File: config.mk
export PLATFORM = sky130hd
export DESIGN_NAME = id_ex_stage_reg_flat
export DESIGN_NICKNAME = d
export VERILOG_FILES = /design/src/rtl/id_ex_stage_reg_if.sv /design/src/rtl/id_ex_stage_reg.sv /design/src/flat_wrapper.sv
export SDC_FILE = /design/constraint.sdc
export NUM_CORES = 1
export LEC_CHECK = 0
export BUFFER_PORTS_ARGS = -buffer_cell sky130_fd_sc_hd__buf_2
export CORE_AREA = 2 2 147 149
export CTS_CLUSTER_SIZE = 28
export DETAILED_ROUTE_END_ITERATION = 7
export DIE_AREA = 0 0 149 151
export PLACE_DENSITY = 0.7
export SYNTH_ARGS = -nofsm -noshare
export SYNTH_HDL_FRONTEND = slang
export SYNTH_SLANG_ARGS = --single-unit
File: constraint.sdc
create_clock -name clk -period 3.1 [get_ports clk]
set_clock_uncertainty 0.2 [all_clocks]
set_input_delay 0.62 -clock clk [delete_from_list [all_inputs] [get_ports clk]]
set_output_delay 0.62 -clock clk [all_outputs]
set_load 0.005 [all_outputs]
File: src/rtl/id_ex_stage_reg_if.sv
// ID/EX stage register bundle: ID-side inputs, WB bypass,
// pipeline controls and the registered EX-side outputs.
interface id_ex_stage_reg_if #(
  parameter int XLEN  = 32,
  parameter int CNT_W = 16
);
  logic             id_valid;
  logic [XLEN-1:0]  id_pc;
  logic [6:0]       id_opcode;
  logic [2:0]       id_func3;
  logic [3:0]       id_alu_op;
  logic [4:0]       id_rs1;
  logic [4:0]       id_rs2;
  logic [4:0]       id_rd;
  logic [XLEN-1:0]  id_rs1_data;
  logic [XLEN-1:0]  id_rs2_data;
  logic [XLEN-1:0]  id_imm;
  logic             id_reg_file_wr;
  logic             id_mem_rd;
  logic             id_mem_wr;
  logic [4:0]       wb_rd;
  logic [XLEN-1:0]  wb_data;
  logic             reg_file_wr_wb;
  logic             mem_stall;
  logic             flush_ex;
  logic             ex_valid;
  logic [XLEN-1:0]  ex_pc;
  logic [XLEN-1:0]  ex_imm;
  logic [6:0]       ex_opcode;
  logic [2:0]       ex_func3;
  logic [3:0]       ex_alu_op;
  logic [4:0]       ex_rs1;
  logic [4:0]       ex_rs2;
  logic [4:0]       ex_rd;
  logic [XLEN-1:0]  ex_rs1_data;
  logic [XLEN-1:0]  ex_rs2_data;
  logic             ex_reg_file_wr;
  logic             ex_mem_rd;
  logic             ex_mem_wr;
  logic             stall_id;
  logic [CNT_W-1:0] lu_bubble_cnt;

  modport master (
    output id_valid, id_pc, id_opcode, id_func3, id_alu_op,
           id_rs1, id_rs2, id_rd, id_rs1_data, id_rs2_data,
           id_imm, id_reg_file_wr, id_mem_rd, id_mem_wr,
           wb_rd, wb_data, reg_file_wr_wb, mem_stall, flush_ex,
    input  ex_valid, ex_pc, ex_imm, ex_opcode, ex_func3,
           ex_alu_op, ex_rs1, ex_rs2, ex_rd, ex_rs1_data,
           ex_rs2_data, ex_reg_file_wr, ex_mem_rd, ex_mem_wr,
           stall_id, lu_bubble_cnt
  );

  modport slave (
    input  id_valid, id_pc, id_opcode, id_func3, id_alu_op,
           id_rs1, id_rs2, id_rd, id_rs1_data, id_rs2_data,
           id_imm, id_reg_file_wr, id_mem_rd, id_mem_wr,
           wb_rd, wb_data, reg_file_wr_wb, mem_stall, flush_ex,
    output ex_valid, ex_pc, ex_imm, ex_opcode, ex_func3,
           ex_alu_op, ex_rs1, ex_rs2, ex_rd, ex_rs1_data,
           ex_rs2_data, ex_reg_file_wr, ex_mem_rd, ex_mem_wr,
           stall_id, lu_bubble_cnt
  );
endinterface

File: src/rtl/id_ex_stage_reg.sv
// ID/EX pipeline register with load-use bubble insertion,
// WB bypass into captured operands and a bubble counter.
module id_ex_stage_reg #(
  parameter int XLEN  = 32,
  parameter int CNT_W = 16
) (
  input logic             clk,
  input logic             rst_n,
  id_ex_stage_reg_if.slave bus
);
  localparam logic [6:0] OP_RTYPE = 7'b0110011;
  localparam logic [6:0] OP_BTYPE = 7'b1100011;
  localparam logic [6:0] OP_STYPE = 7'b0100011;
  localparam logic [6:0] OP_JTYPE = 7'b1101111;
  localparam logic [6:0] OP_UTYPE = 7'b0110111;
  localparam logic [6:0] OP_AUIPC = 7'b0010111;

  typedef struct packed {
    logic            valid;
    logic [XLEN-1:0] pc;
    logic [XLEN-1:0] imm;
    logic [6:0]      opcode;
    logic [2:0]      func3;
    logic [3:0]      alu_op;
    logic [4:0]      rs1;
    logic [4:0]      rs2;
    logic [4:0]      rd;
    logic [XLEN-1:0] rs1_data;
    logic [XLEN-1:0] rs2_data;
    logic            rf_wr;
    logic            mem_rd;
    logic            mem_wr;
  } ex_t;

  ex_t              ex_q, ex_d;
  logic [CNT_W-1:0] cnt_q, cnt_d;
  logic             uses_rs1, uses_rs2;
  logic             load_use;
  logic             byp1, byp2;

  // Source-use decode and load-use hazard against the load in EX
  always_comb begin
    uses_rs1 = !(bus.id_opcode == OP_JTYPE ||
                 bus.id_opcode == OP_UTYPE ||
                 bus.id_opcode == OP_AUIPC);
    uses_rs2 = bus.id_opcode == OP_RTYPE ||
               bus.id_opcode == OP_BTYPE ||
               bus.id_opcode == OP_STYPE;
    load_use = ex_q.valid && ex_q.mem_rd &&
               ex_q.rd != 5'd0 && bus.id_valid &&
               ((uses_rs1 && bus.id_rs1 == ex_q.rd) ||
                (uses_rs2 && bus.id_rs2 == ex_q.rd));
    byp1 = bus.reg_file_wr_wb && bus.wb_rd != 5'd0 &&
           bus.wb_rd == bus.id_rs1;
    byp2 = bus.reg_file_wr_wb && bus.wb_rd != 5'd0 &&
           bus.wb_rd == bus.id_rs2;
  end

  // Next-state: hold > flush bubble > load-use bubble > capture
  always_comb begin
    ex_d  = ex_q;
    cnt_d = cnt_q;
    if (bus.mem_stall) begin
      ex_d = ex_q;
    end else if (bus.flush_ex) begin
      ex_d = '0;
    end else if (load_use) begin
      ex_d = '0;
      if (cnt_q != {CNT_W{1'b1}})
        cnt_d = cnt_q + CNT_W'(1);
    end else begin
      ex_d.valid    = bus.id_valid;
      ex_d.pc       = bus.id_pc;
      ex_d.imm      = bus.id_imm;
      ex_d.opcode   = bus.id_opcode;
      ex_d.func3    = bus.id_func3;
      ex_d.alu_op   = bus.id_alu_op;
      ex_d.rs1      = bus.id_rs1;
      ex_d.rs2      = bus.id_rs2;
      ex_d.rd       = bus.id_rd;
      ex_d.rs1_data = byp1 ? bus.wb_data : bus.id_rs1_data;
      ex_d.rs2_data = byp2 ? bus.wb_data : bus.id_rs2_data;
      ex_d.rf_wr    = bus.id_reg_file_wr;
      ex_d.mem_rd   = bus.id_mem_rd;
      ex_d.mem_wr   = bus.id_mem_wr;
    end
  end

  // EX register and bubble counter
  always_ff @(posedge clk or negedge rst_n) begin
    if (!rst_n) begin
      ex_q  <= '0;
      cnt_q <= '0;
    end else begin
      ex_q  <= ex_d;
      cnt_q <= cnt_d;
    end
  end

  assign bus.stall_id       = bus.mem_stall ||
                              (load_use && !bus.flush_ex);
  assign bus.ex_valid       = ex_q.valid;
  assign bus.ex_pc          = ex_q.pc;
  assign bus.ex_imm         = ex_q.imm;
  assign bus.ex_opcode      = ex_q.opcode;
  assign bus.ex_func3       = ex_q.func3;
  assign bus.ex_alu_op      = ex_q.alu_op;
  assign bus.ex_rs1         = ex_q.rs1;
  assign bus.ex_rs2         = ex_q.rs2;
  assign bus.ex_rd          = ex_q.rd;
  assign bus.ex_rs1_data    = ex_q.rs1_data;
  assign bus.ex_rs2_data    = ex_q.rs2_data;
  assign bus.ex_reg_file_wr = ex_q.rf_wr;
  assign bus.ex_mem_rd      = ex_q.mem_rd;
  assign bus.ex_mem_wr      = ex_q.mem_wr;
  assign bus.lu_bubble_cnt  = cnt_q;
endmodule
File: src/flat_wrapper.sv
// flat-port wrapper written by rule: the top's interface ports become plain ports
module id_ex_stage_reg_flat 
#(
  parameter int XLEN  = 32,
  parameter int CNT_W = 16
)
  (clk, rst_n, bus_id_valid, bus_id_pc, bus_id_opcode, bus_id_func3, bus_id_alu_op, bus_id_rs1, bus_id_rs2, bus_id_rd, bus_id_rs1_data, bus_id_rs2_data, bus_id_imm, bus_id_reg_file_wr, bus_id_mem_rd, bus_id_mem_wr, bus_wb_rd, bus_wb_data, bus_reg_file_wr_wb, bus_mem_stall, bus_flush_ex, bus_ex_valid, bus_ex_pc, bus_ex_imm, bus_ex_opcode, bus_ex_func3, bus_ex_alu_op, bus_ex_rs1, bus_ex_rs2, bus_ex_rd, bus_ex_rs1_data, bus_ex_rs2_data, bus_ex_reg_file_wr, bus_ex_mem_rd, bus_ex_mem_wr, bus_stall_id, bus_lu_bubble_cnt);
  id_ex_stage_reg_if #(.XLEN(XLEN), .CNT_W(CNT_W)) bus_i ();
  input logic clk;
  input logic rst_n;
  input wire logic [$bits(bus_i.id_valid)-1:0] bus_id_valid;
  input wire logic [$bits(bus_i.id_pc)-1:0] bus_id_pc;
  input wire logic [$bits(bus_i.id_opcode)-1:0] bus_id_opcode;
  input wire logic [$bits(bus_i.id_func3)-1:0] bus_id_func3;
  input wire logic [$bits(bus_i.id_alu_op)-1:0] bus_id_alu_op;
  input wire logic [$bits(bus_i.id_rs1)-1:0] bus_id_rs1;
  input wire logic [$bits(bus_i.id_rs2)-1:0] bus_id_rs2;
  input wire logic [$bits(bus_i.id_rd)-1:0] bus_id_rd;
  input wire logic [$bits(bus_i.id_rs1_data)-1:0] bus_id_rs1_data;
  input wire logic [$bits(bus_i.id_rs2_data)-1:0] bus_id_rs2_data;
  input wire logic [$bits(bus_i.id_imm)-1:0] bus_id_imm;
  input wire logic [$bits(bus_i.id_reg_file_wr)-1:0] bus_id_reg_file_wr;
  input wire logic [$bits(bus_i.id_mem_rd)-1:0] bus_id_mem_rd;
  input wire logic [$bits(bus_i.id_mem_wr)-1:0] bus_id_mem_wr;
  input wire logic [$bits(bus_i.wb_rd)-1:0] bus_wb_rd;
  input wire logic [$bits(bus_i.wb_data)-1:0] bus_wb_data;
  input wire logic [$bits(bus_i.reg_file_wr_wb)-1:0] bus_reg_file_wr_wb;
  input wire logic [$bits(bus_i.mem_stall)-1:0] bus_mem_stall;
  input wire logic [$bits(bus_i.flush_ex)-1:0] bus_flush_ex;
  output wire logic [$bits(bus_i.ex_valid)-1:0] bus_ex_valid;
  output wire logic [$bits(bus_i.ex_pc)-1:0] bus_ex_pc;
  output wire logic [$bits(bus_i.ex_imm)-1:0] bus_ex_imm;
  output wire logic [$bits(bus_i.ex_opcode)-1:0] bus_ex_opcode;
  output wire logic [$bits(bus_i.ex_func3)-1:0] bus_ex_func3;
  output wire logic [$bits(bus_i.ex_alu_op)-1:0] bus_ex_alu_op;
  output wire logic [$bits(bus_i.ex_rs1)-1:0] bus_ex_rs1;
  output wire logic [$bits(bus_i.ex_rs2)-1:0] bus_ex_rs2;
  output wire logic [$bits(bus_i.ex_rd)-1:0] bus_ex_rd;
  output wire logic [$bits(bus_i.ex_rs1_data)-1:0] bus_ex_rs1_data;
  output wire logic [$bits(bus_i.ex_rs2_data)-1:0] bus_ex_rs2_data;
  output wire logic [$bits(bus_i.ex_reg_file_wr)-1:0] bus_ex_reg_file_wr;
  output wire logic [$bits(bus_i.ex_mem_rd)-1:0] bus_ex_mem_rd;
  output wire logic [$bits(bus_i.ex_mem_wr)-1:0] bus_ex_mem_wr;
  output wire logic [$bits(bus_i.stall_id)-1:0] bus_stall_id;
  output wire logic [$bits(bus_i.lu_bubble_cnt)-1:0] bus_lu_bubble_cnt;
  assign bus_i.id_valid = bus_id_valid;
  assign bus_i.id_pc = bus_id_pc;
  assign bus_i.id_opcode = bus_id_opcode;
  assign bus_i.id_func3 = bus_id_func3;
  assign bus_i.id_alu_op = bus_id_alu_op;
  assign bus_i.id_rs1 = bus_id_rs1;
  assign bus_i.id_rs2 = bus_id_rs2;
  assign bus_i.id_rd = bus_id_rd;
  assign bus_i.id_rs1_data = bus_id_rs1_data;
  assign bus_i.id_rs2_data = bus_id_rs2_data;
  assign bus_i.id_imm = bus_id_imm;
  assign bus_i.id_reg_file_wr = bus_id_reg_file_wr;
  assign bus_i.id_mem_rd = bus_id_mem_rd;
  assign bus_i.id_mem_wr = bus_id_mem_wr;
  assign bus_i.wb_rd = bus_wb_rd;
  assign bus_i.wb_data = bus_wb_data;
  assign bus_i.reg_file_wr_wb = bus_reg_file_wr_wb;
  assign bus_i.mem_stall = bus_mem_stall;
  assign bus_i.flush_ex = bus_flush_ex;
  assign bus_ex_valid = bus_i.ex_valid;
  assign bus_ex_pc = bus_i.ex_pc;
  assign bus_ex_imm = bus_i.ex_imm;
  assign bus_ex_opcode = bus_i.ex_opcode;
  assign bus_ex_func3 = bus_i.ex_func3;
  assign bus_ex_alu_op = bus_i.ex_alu_op;
  assign bus_ex_rs1 = bus_i.ex_rs1;
  assign bus_ex_rs2 = bus_i.ex_rs2;
  assign bus_ex_rd = bus_i.ex_rd;
  assign bus_ex_rs1_data = bus_i.ex_rs1_data;
  assign bus_ex_rs2_data = bus_i.ex_rs2_data;
  assign bus_ex_reg_file_wr = bus_i.ex_reg_file_wr;
  assign bus_ex_mem_rd = bus_i.ex_mem_rd;
  assign bus_ex_mem_wr = bus_i.ex_mem_wr;
  assign bus_stall_id = bus_i.stall_id;
  assign bus_lu_bubble_cnt = bus_i.lu_bubble_cnt;
  id_ex_stage_reg #(.XLEN(XLEN), .CNT_W(CNT_W)) u_core (.clk(clk), .rst_n(rst_n), .bus(bus_i));
endmodule
=== Word level (Yosys, flattened, before mapping) ===
Index checks and enable logic that the tools add are counted.

* Word-level logic and storage cells: 54
* Output and inout port bits: 178
* Register bits: 177

* Reduce and logical (&&, ||, !) cells: 21
* Add/subtract/negate cells: 1
* Equal/unequal tests: 11
* Mux-type cells: 4
* Bitwise logic cells: 2

{| class="wikitable"
|+ Operators by type and width
! operator !! count
|-
| 161-bit two-way mux || 2
|-
| 32-bit two-way mux || 2
|-
| 7-bit by 6-bit == test with 1-bit output, second input constant || 3
|-
| 5-bit == test || 4
|-
| 16-bit by 1-bit adder with 16-bit output, second input constant || 1
|-
| 16-bit inequality test, second input constant || 1
|-
| 7-bit == test, second input constant || 2
|-
| 1-bit logical AND || 10
|-
| 5-bit nonzero test || 2
|-
| 7-bit by 5-bit == test with 1-bit output, second input constant || 1
|-
| 1-bit logical OR || 6
|-
| 4-bit AND reduction || 1
|-
| 1-bit logical NOT || 2
|-
| 1-bit inverter || 2
|}

=== Longest topological paths before layout ===
Gate-level depths: netlist of run 1.

* Word-level depth: 9
* Mapped depth: 8
* Mapped depth without buffers: 7

=== Worst setup path before layout of run 1 ===
No wires, ideal clock.

* Path kind: in2out
* From: input port bus_mem_stall
* To: output port bus_stall_id
* Data required time: 2.280 ns
* Cell stages on the path: 4
* Arrival time: 1.636 ns
* Setup slack: 0.644 ns
* Buffers on the path: 3
* Cells stage by stage: clkbuf_1 > clkbuf_1 > clkbuf_1 > o21bai_1

* Word-level cells in the longest chain between the ends: 1

{| class="wikitable"
|+ RTL lines
! item !! line !! source
|-
| from (decl) || flat_wrapper.sv:28 || <nowiki>input wire logic [$bits(bus_i.mem_stall)-1:0] bus_mem_stall;</nowiki>
|-
| 1-bit logical OR || id_ex_stage_reg.sv:100 || <nowiki>assign bus.stall_id = bus.mem_stall ||</nowiki>
|-
| to (decl) || flat_wrapper.sv:44 || <nowiki>output wire logic [$bits(bus_i.stall_id)-1:0] bus_stall_id;</nowiki>
|}

No other way between the ends.

=== Worst setup path in the final report of run 1 ===
* From: register u_core.ex_q, in the netlist u_core.bus.ex_rd[0]
* To: output port bus_stall_id

* Word-level cells in the longest chain between the ends: 6
* Elaborated cells between the ends (all ways): 11
* Classes of those cells: eq/ne: 2; reduce/logical: 9

{| class="wikitable"
|+ RTL lines
! item !! line !! source
|-
| from (decl) || id_ex_stage_reg.sv:35 || <nowiki>ex_t ex_q, ex_d;</nowiki>
|-
| from (signal assigned) || id_ex_stage_reg.sv:92 || <nowiki>ex_q <= '0;</nowiki>
|-
| from (signal assigned) || id_ex_stage_reg.sv:95 || <nowiki>ex_q <= ex_d;</nowiki>
|-
| 5-bit == test, or another cell as far along || id_ex_stage_reg.sv:51 || <nowiki>((uses_rs1 && bus.id_rs1 == ex_q.rd) ||</nowiki>
|-
| 1-bit logical AND, on equally long branches || id_ex_stage_reg.sv:51, id_ex_stage_reg.sv:49, id_ex_stage_reg.sv:52 ||
|-
| 1-bit logical OR or 1-bit logical AND (tied branches) || id_ex_stage_reg.sv:51, id_ex_stage_reg.sv:50 ||
|-
| 1-bit logical AND (*) || id_ex_stage_reg.sv:50 || <nowiki>ex_q.rd != 5'd0 && bus.id_valid &&</nowiki>
|-
| 1-bit logical AND (*) || id_ex_stage_reg.sv:101 || <nowiki>(load_use && !bus.flush_ex);</nowiki>
|-
| 1-bit logical OR (*) || id_ex_stage_reg.sv:100 ||
|}

Every way passes the cells marked *; elsewhere a longest branch is shown, timed or not.

==> results.md, run 1 <==
- The share of synthesized area occupied by flip-flops and latches is approximately 60%.
- Of the total power, the share spent switching nets is between 20% and 30%.
- The main flop type after synthesis is sky130_fd_sc_hd__dfrtp_1.
- The number of vias per cell after detailed routing is 4.868.
- Per report_power, the clock group accounts for 39.9% of the total.
- Counting flops and latches in the post-synthesis netlist gives 177.
- In this run the worst path has a maximum fanout of 2.
- Clock-pin slew was measured on the worst setup and hold paths at roughly 0.080 ns.
- Leaving out fill and tap cells, the most frequent cell in the layout is sky130_fd_sc_hd__buf_2.
- The floorplan has 53 rows.
- The transition time of the tightest slew-check pin is around 1.1 ns.
- The leakage component of the power is 0.005310 uW.
- Leaving out fill and tap cells, the most frequent cells in the layout are 378 x sky130_fd_sc_hd__buf_2, 177 x sky130_fd_sc_hd__dfrtp_1, 97 x sky130_fd_sc_hd__a22o_1, 75 x sky130_fd_sc_hd__nand2_1, 65 x sky130_fd_sc_hd__o21ai_0.
- The number of cells produced by synthesis is just over 600.
- The number of iterations in the first detailed-routing pass is 4.
- The total routing resource utilization after global routing is about a fifth.
- The clock network latency to the later pin of the worst-skew pair is ~0.42 ns.
- The cell sitting at the root of the clock tree is a sky130_fd_sc_hd__clkbuf_16.
- The path category of the worst min-delay check is in2reg.
- In this run the critical register-to-register path is launched from u_core.bus.ex_rd[0]$_DFFE_PN0N_.
- The number of nets in the synthesized netlist is 810.
- The maximum number of pins on one net before global-route repair is around 100.
- The setup slack of the most critical reg-to-reg path is 0.17 ns.
- The area occupied by multi-input gates is 2759 um^2.
- The filler cell count in the final layout is 1,905.
- Cell internal power was estimated by the tool at around 4000 uW.
- The setup-violating endpoint count in the final report is 0.
- Dividing the detail-routed wire length by the instance count gives about 18 um.
- The fmax is 332.9 MHz.
- Yosys printed 0 warnings.
- The wire-length estimate of the detail-placed layout is between 15,000 and 20,000 um.
- STA puts the critical path data required time at between 2 and 2.5 ns.
- The number of clock sinks is 177.
- The number of antenna violations at the first check in global routing is 4.
- Compared with the post-synthesis result, the final layout area differs by 39.98%.
- The type of element capturing the critical path is an output pin.
- The first-pass GRT wire length is around 34,000 um.
- The completed layout was analyzed and its total power is between 5000 and 6000 uW.
- The count of pins over their slew limit was 0.
- The total CTS buffers is 17.
- The post-route netlist has 43.66% of its cells at a drive strength greater than 1.
- In this run the power spent charging and discharging nets is approximately 1500 uW.
- The flow ran to the end, and the final reports show no timing, DRC or antenna violations.
- The critical path is of the reg2out type.
- In this run, the combinational gates consume ~13% of the power.
- Averaged over all synthesized cells, the footprint is around 12 um^2.
- After routing, the total negative slack on setup checks comes to 0 ns.
- For this design the ratio of total power to cell area is 533.6 nW/um^2.
- The die covers approximately 22,000 um^2.
- The maximum clock path buffer count is 2.
- Synthesis instantiated 32 different standard cells from the library.
- The vertical die dimension is 151 um.
- The first routing iteration left 238 violations.
- The register area is around 4400 um^2.
- The endpoint of the worst-slack reg-to-reg timing path is u_core.bus.lu_bubble_cnt[1]$_DFFE_PN0P_.
- Yosys mapped a number of flops with a built-in enable equal to 0.
- The sink of the worst hold path is u_core.bus.ex_pc[2]$_DFFE_PN0N_.
- For this run, design rule violations remaining after detail routing come to 0.
- TritonCTS built the clock tree.
- After detailed placement, the total cell area comes to about 9600 um^2.
- Measured against its own limit, the worst slew margin works out to 25.33%.
- The number of global-route vias before repair is about 6.1k.
- Once layout is done, the placed cells without fillers occupy between 10,000 and 15,000 um^2.
- Measured in cells, the most critical reg-to-reg path has a length of 6.
- The clock period could shrink to 3.004 ns.
- For the worst setup path, the data arrival time is around 2.2 ns.
- The count of buffers from port buffering is 380.
- The number of nets with antenna violations after detailed routing is 0.
- Routability-driven placement finished with a final weighted congestion of ~0.80.
- The final core utilization is 49.44%.
- The maximum VDD drop is between 0.3 and 0.4 mV.
- The worst-case hold slack is 0.2110 ns.
- The starting density of the core is approximately a third.
- The tool flagged a number of max-cap violations equal to 0.
- For this run the aggregate overflow at the end of global routing stands at 0.
- The post-synthesis instance area is 7355 um^2.
- After layout, the worst path uses a little over nine tenths of the clock period.
- The post-detailed-routing wire length is 23,170 um.
- After synthesis, the share of flip-flops with an asynchronous set or reset is 100.0%.
- The hold violation count in the final report was 0.
- The final net count is between 1k and 1.5k.
- The fraction of power consumed by sequential logic is around 47%.
- The core region area is ~21,000 um^2.
- The worst setup path is launched from a register.
- The number of H-tree branching levels is 4.
- In this run the most critical hold path is launched from bus_id_pc[2].
- The routed layout has about 6.2k vias.
- The worst hold path was traced through 2 stages.
- The die outline width is 149 um.
- The number of primary I/O pins is 381.
power by group through the flow:
stage / combinational, uW / clock [uW] / sequential (uW)
floorplan: 257 / 0 / 2620
detailed placement: 751 / 0 / 2600
CTS: 753 / 2260 / 2560
global route: 820 / 2370 / 2580
finish: 737 / 2190 / 2560
global placement: 742 / 0 / 2600
timing repair:
item                       4_1_cts  5_1_grt
hold buffers                     1        0
setup buffers                    0        1
setup endpoints to repair        0        1
hold endpoints to repair        48        0
gates resized for setup          0        2
kinds of logic after synthesis:
group	synth area share [%]
and+or+nand+nor	7.384
muxes	8.863
buffers and inverters	2.671
adders and majority gates	0.1701
DFF	60.22
xor gates and xnor gates	4.168
AOI/OAI and AO/OA	16.52
cells in the mapped netlist, types with 4 or more instances:
| cell | n | area (um^2) |
|---|---|---|
| sky130_fd_sc_hd__o21ai_0 | 65 | 325.3 |
| sky130_fd_sc_hd__nor2_1 | 5 | 18.77 |
| sky130_fd_sc_hd__xnor2_1 | 20 | 175.2 |
| sky130_fd_sc_hd__buf_2 | 13 | 65.06 |
| sky130_fd_sc_hd__mux2i_1 | 64 | 640.6 |
| sky130_fd_sc_hd__nand2_1 | 75 | 281.5 |
| sky130_fd_sc_hd__nand3_1 | 7 | 35.03 |
| sky130_fd_sc_hd__nor4_1 | 7 | 43.79 |
| sky130_fd_sc_hd__buf_4 | 4 | 30.03 |
| sky130_fd_sc_hd__dfrtp_1 | 177 | 4429 |
| sky130_fd_sc_hd__a22o_1 | 97 | 849.6 |
| sky130_fd_sc_hd__clkbuf_1 | 24 | 90.09 |
| sky130_fd_sc_hd__nor3_1 | 6 | 30.03 |
| sky130_fd_sc_hd__xor2_1 | 15 | 131.4 |
worst max-delay path: stages (launching register included):
cell and delay (ns):
sky130_fd_sc_hd__dfrtp_1 0.37, sky130_fd_sc_hd__or4_1 0.56, sky130_fd_sc_hd__o2111ai_2 0.25, sky130_fd_sc_hd__nor4_1 0.09, sky130_fd_sc_hd__buf_4 0.14, sky130_fd_sc_hd__nor2_1 0.14, sky130_fd_sc_hd__o21bai_1 0.08, sky130_fd_sc_hd__buf_2 0.14
worst max path at each step:
stage                                               start                                        to  slack [ns]
after floorplan                             bus_mem_stall                              bus_stall_id        0.64
after global placement                   bus_id_opcode[6]                              bus_stall_id        0.24
after detailed placement                 bus_id_opcode[6]  u_core.bus.lu_bubble_cnt[15]$_DFFE_PN0P_        0.19
after CTS                 u_core.bus.ex_rd[0]$_DFFE_PN0N_                              bus_stall_id        0.05
after global routing      u_core.bus.ex_rd[0]$_DFFE_PN0N_                              bus_stall_id    -0.00009
final                     u_core.bus.ex_rd[0]$_DFFE_PN0N_                              bus_stall_id         0.1
per-layer routing:
| metal | wire (um) | GRT usage [%] | up-vias |
|---|---|---|---|
| met5 | 0 | 0 | - |
| met4 | 378 | 6.619 | 0 |
| met3 | 1766 | 5.542 | 18 |
| met2 | 11550 | 34.29 | 269 |
| met1 | 9466 | 24.31 | 2965 |
| li1 | - | - | 2950 |
sequential cells by signal, summed over array words and instances, names as in the netlist, 7 cells and up:
name and flops:
u_core.bus.ex_pc 32, u_core.bus.ex_rs1_data 32, u_core.bus.ex_opcode 7, u_core.bus.ex_imm 32, u_core.bus.lu_bubble_cnt 16, u_core.bus.ex_rs2_data 32
per-stage QoR:
step	setup WS (ns)	cells
global placement	0.2383	1235
global route	-0.00009104	1270
floorplan	0.6438	606
detailed placement	0.1883	1235
CTS	0.04627	1268
finish	0.09573	1274
cell type report:
cell class                 count  area share, %
sequential                   177          43.02
multi-input combinational    385          26.80
timing repair buffer         397          20.67
clock buffer                  17          4.132
tap                          275          3.342
clock inverter                15          1.799
antenna                        5         0.1215
inverter                       3         0.1094
(Power assumes the default switching activity.)
==> inputs of run 2 (changes only) <==
--- a/config.mk
+++ b/config.mk
@@ -6,11 +6,13 @@
 export NUM_CORES = 1
 export LEC_CHECK = 0
 export BUFFER_PORTS_ARGS = -buffer_cell sky130_fd_sc_hd__buf_2
-export CORE_AREA = 2 2 147 149
+export CELL_PAD_IN_SITES_DETAIL_PLACEMENT = 1
+export CELL_PAD_IN_SITES_GLOBAL_PLACEMENT = 1
+export CORE_AREA = 2 2 151 153
 export CTS_CLUSTER_SIZE = 28
 export DETAILED_ROUTE_END_ITERATION = 7
-export DIE_AREA = 0 0 149 151
-export PLACE_DENSITY = 0.7
+export DIE_AREA = 0 0 153 155
+export PLACE_DENSITY = 0.84
 export SYNTH_ARGS = -nofsm -noshare
 export SYNTH_HDL_FRONTEND = slang
 export SYNTH_SLANG_ARGS = --single-unit
==> run 2 against run 1 <==
Effect of this change: the flow now finishes with violations (negative hold slack); setup slack gained 0.024 ns; cell area grew 0.16%; register-to-register slack improved by 0.03 ns; non-clock buffer count is 2 higher; final cell count up 1.0%; largest cell class unchanged.
==> results.md, run 2 (same netlist as run 1, synthesis figures left out) <==
- The run finished, with violations left.
- The checks that failed: negative hold slack.
- The detail-routed net length per standard cell is 20.33 um (+12%).
- The met1 track utilization from global routing is 25.22% (+0.92 points).
- The die outline width is 153 um (+2.7%).
- The total power divided by cell area is 531.8 nW/um^2 (-0.33%).
- The critical path is of the reg2out type.
- The number of nets with antenna violations after detailed routing came to 0 (unchanged).
- The number of core rows is 55 (+3.8%).
- The cell count after placement was 1,248 (+1.1%).
- The remaining global-route overflow is 0 (unchanged).
- The end point of the critical path is bus_stall_id.
- The fmax is 335.5 MHz (+0.81%).
- The area enclosed by the die boundary is 23,720 um^2 (+5.4%).
- The path depth of the worst reg2reg path was 5 (-1).
- The worst setup path is launched from a register.
- The most common cell after layout, fill and taps aside is sky130_fd_sc_hd__buf_2.
- The number of buffers inserted by hold repair at cts was 0 (-1).
- The transition time of the tightest slew-check pin was 1.132 ns (+0.01206 ns).
- The count of pins over their slew limit is 0 (unchanged).
- The arrival time reported for the critical path endpoint is 2.16 ns (-0.02 ns).
- The maximum VDD drop is 0.2921 mV (-18%).
- The first-pass GRT wire length is 39,920 um (+16%).
- The root buffer selected by CTS is sky130_fd_sc_hd__clkbuf_16.
- The half-perimeter wire length of the detailed placement result is 19,500 um (+16%).
- The clock network latency to the later pin of the worst-skew pair was 0.42 ns (about the same).
- The via count of the routed design is 6,576 (+6.0%).
- The met2 track utilization from global routing was 38.20% (+3.9 points).
- The initial DRC count came to 257 (+8.0%).
- In the layout the commonest cells are 378 x sky130_fd_sc_hd__buf_2, 176 x sky130_fd_sc_hd__dfrtp_1, 97 x sky130_fd_sc_hd__a22o_1, 75 x sky130_fd_sc_hd__nand2_1, 65 x sky130_fd_sc_hd__o21ai_0.
- The number of global-route vias before repair is 6,895 (+13%).
- The tightest min-delay check is of the in2async type.
- The final core utilization is 46.39% (-3.1 points).
- The maximum fanout along the worst path is 5 (+3).
- The startpoint of the lowest-slack register-to-register path is u_core.bus.ex_rd[3]$_DFFE_PN0N_.
- The total CTS buffers is 17 (unchanged).
- The reported max-cap violation count is 0 (unchanged).
- The routability congestion estimate is 0.7836 (-2.2%).
- The maximum number of pins on one net before global-route repair is 103 (-0.96%).
- The power dissipated by switching net loads is 1546 uW (+3.8%).
- The met3 usage came to 6.017% (+0.47 points).
- The starting density of the core is 33.09% (-2.2 points).
- The worst slew margin relative to its limit is 24.52% (-0.80 points).
- The busiest metal layer after global routing is met2.
- The clock group share of total power is 39.2% (-0.7 points).
- The setup slack of the most critical reg-to-reg path is 0.20 ns (+0.03 ns).
- The worst-case hold slack was -0.004932 ns (-0.2159 ns).
- The number of antenna violations at the first check in global routing came to 8 (+4).
- The post-route non-filler standard cell count is 1,287 (+1.0%).
- The hold violation count in the final report was 1 (+1).
- The type of element capturing the critical path is an output pin.
- The combinational power share is 13.8% (+0.4 points).
- The post-detailed-routing wire length is 26,160 um (+13%).
- The switching part of the total was 28.20% (+1.1 points).
- The clock period minus final worst setup slack was 2.980 ns (-0.02402 ns).
- The number of primary I/O pins was 381 (unchanged).
- The area added between synthesis and finish is 40.20%.
- The total routing resource utilization after global routing is 21.54% (+1.6 points).
- The number of H-tree branching levels was 4 (unchanged).
- The worst register-to-register path ends at u_core.bus.lu_bubble_cnt[1]$_DFFE_PN0P_.
- The clock tree from TritonCTS is done.
- The number of iterations in the first detailed-routing pass was 4 (unchanged).
- The clock-pin slew on the worst setup and hold paths is 0.08 ns (about the same).
- The register area is 4431 um^2 (about the same).
- The final-layout setup total negative slack was 0 ns (unchanged).
- The setup-violating endpoint count in the final report is 0 (unchanged).
- The fraction of power consumed by sequential logic came to 46.9% (+0.2 points).
- The area occupied by multi-input gates is 2785 um^2 (+0.95%).
- The leakage component of the power is 0.005322 uW (+0.21%).
- Tracing the worst setup path back leads to its startpoint at u_core.bus.ex_rd[3]$_DFFE_PN0N_.
- The filler cell count in the final layout came to 2,546 (+34%).
- The maximum clock path buffer count is 2 (unchanged).
- The number of vias per cell after detailed routing came to 5.110 (+5.0%).
- The count of buffers from port buffering is 380 (unchanged).
- The final net count was 1,187 (+0.17%).
- The remaining design rule violation count is 0 (unchanged).
- The number of clock sinks is 177 (unchanged).
- The core region area was 22,230 um^2 (+6.7%).
- The data required time at the worst endpoint came to 2.28 ns (about the same).
- The fraction of layout cells with a size suffix above 1 is 44.08% (+0.41 points).
- The internal power is 3937 uW (-1.6%).
- The total power consumption of the routed design is 5484 uW (-0.18%).
- The vertical die dimension is 155 um (+2.6%).
- The ratio of final minimum period to clock period is 96.14% (-0.77 points).
-- run 2: area by class of cell --
cell class                      count  share of cell area (%)
Timing Repair Buffer              399                   20.64
Antenna cell                        6                  0.1456
Clock buffer                       18                   4.259
Sequential cell                   177                   42.97
Tap cell                          285                   3.458
Inverter                            3                  0.1092
Multi-Input combinational cell    385                   27.01
Clock inverter                     14                   1.408
-- run 2: worst min-delay path by stage --
| stage | startpoint | to | slack [ns] | cells after the start |
|---|---|---|---|---|
| finish | rst_n | u_core.bus.ex_rs1_data[11]$_DFFE_PN0N_ | -0.005 | 1 |
| global route | rst_n | u_core.bus.ex_rs1_data[11]$_DFFE_PN0N_ | 0.02 | 1 |
| CTS | rst_n | u_core.bus.ex_rs1_data[10]$_DFFE_PN0N_ | 0.02 | 1 |
| detailed placement | u_core.bus.ex_rs2_data[20]$_DFFE_PN0N_ | u_core.bus.ex_rs2_data[20]$_DFFE_PN0N_ | 0.27 | 2 |
| global placement | u_core.bus.ex_rs2_data[6]$_DFFE_PN0N_ | u_core.bus.ex_rs2_data[6]$_DFFE_PN0N_ | 0.26 | 2 |
| floorplan | rst_n | u_core.bus.ex_alu_op[0]$_DFFE_PN0N_ | 0.12 | 0 |
-- run 2: per-stage QoR --
stage	cell area (um^2)	setup slack, ns
final	10310	0.1198
after global routing	10310	-0.02149
after CTS	10250	0.05162
after detailed placement	9664	0.1124
after global placement	9664	0.1533
after floorplan	7355	0.6438
-- run 2: power by group through the flow --
stage | combinational [uW] | clock [uW] | sequential (uW)
2_1_floorplan | 257 | 0 | 2620
3_3_place_gp | 741 | 0 | 2600
3_5_place_dp | 765 | 0 | 2620
4_1_cts | 768 | 2200 | 2570
5_1_grt | 832 | 2320 | 2590
6_report | 759 | 2150 | 2570
-- run 2: metal layers --
layer	vias to the layer above	share of wire, %
li1	2963	-
met1	3323	39
met2	260	52
met3	28	6.2
met4	2	2.0
met5	-	0.069
-- run 2: worst max-delay path, cell delays in order, from the launching register on --
cell and delay (ns):
sky130_fd_sc_hd__dfrtp_2 0.45, sky130_fd_sc_hd__or4_1 0.57, sky130_fd_sc_hd__o2111ai_4 0.26, sky130_fd_sc_hd__nor4_2 0.08, sky130_fd_sc_hd__nor2_1 0.15, sky130_fd_sc_hd__o21bai_1 0.08
sky130_fd_sc_hd__buf_2 0.14
-- run 2: repair_timing --
action,4_1_cts,5_1_grt
buffers inserted,0,1
gates resized for setup,0,6
setup endpoints to repair,0,2
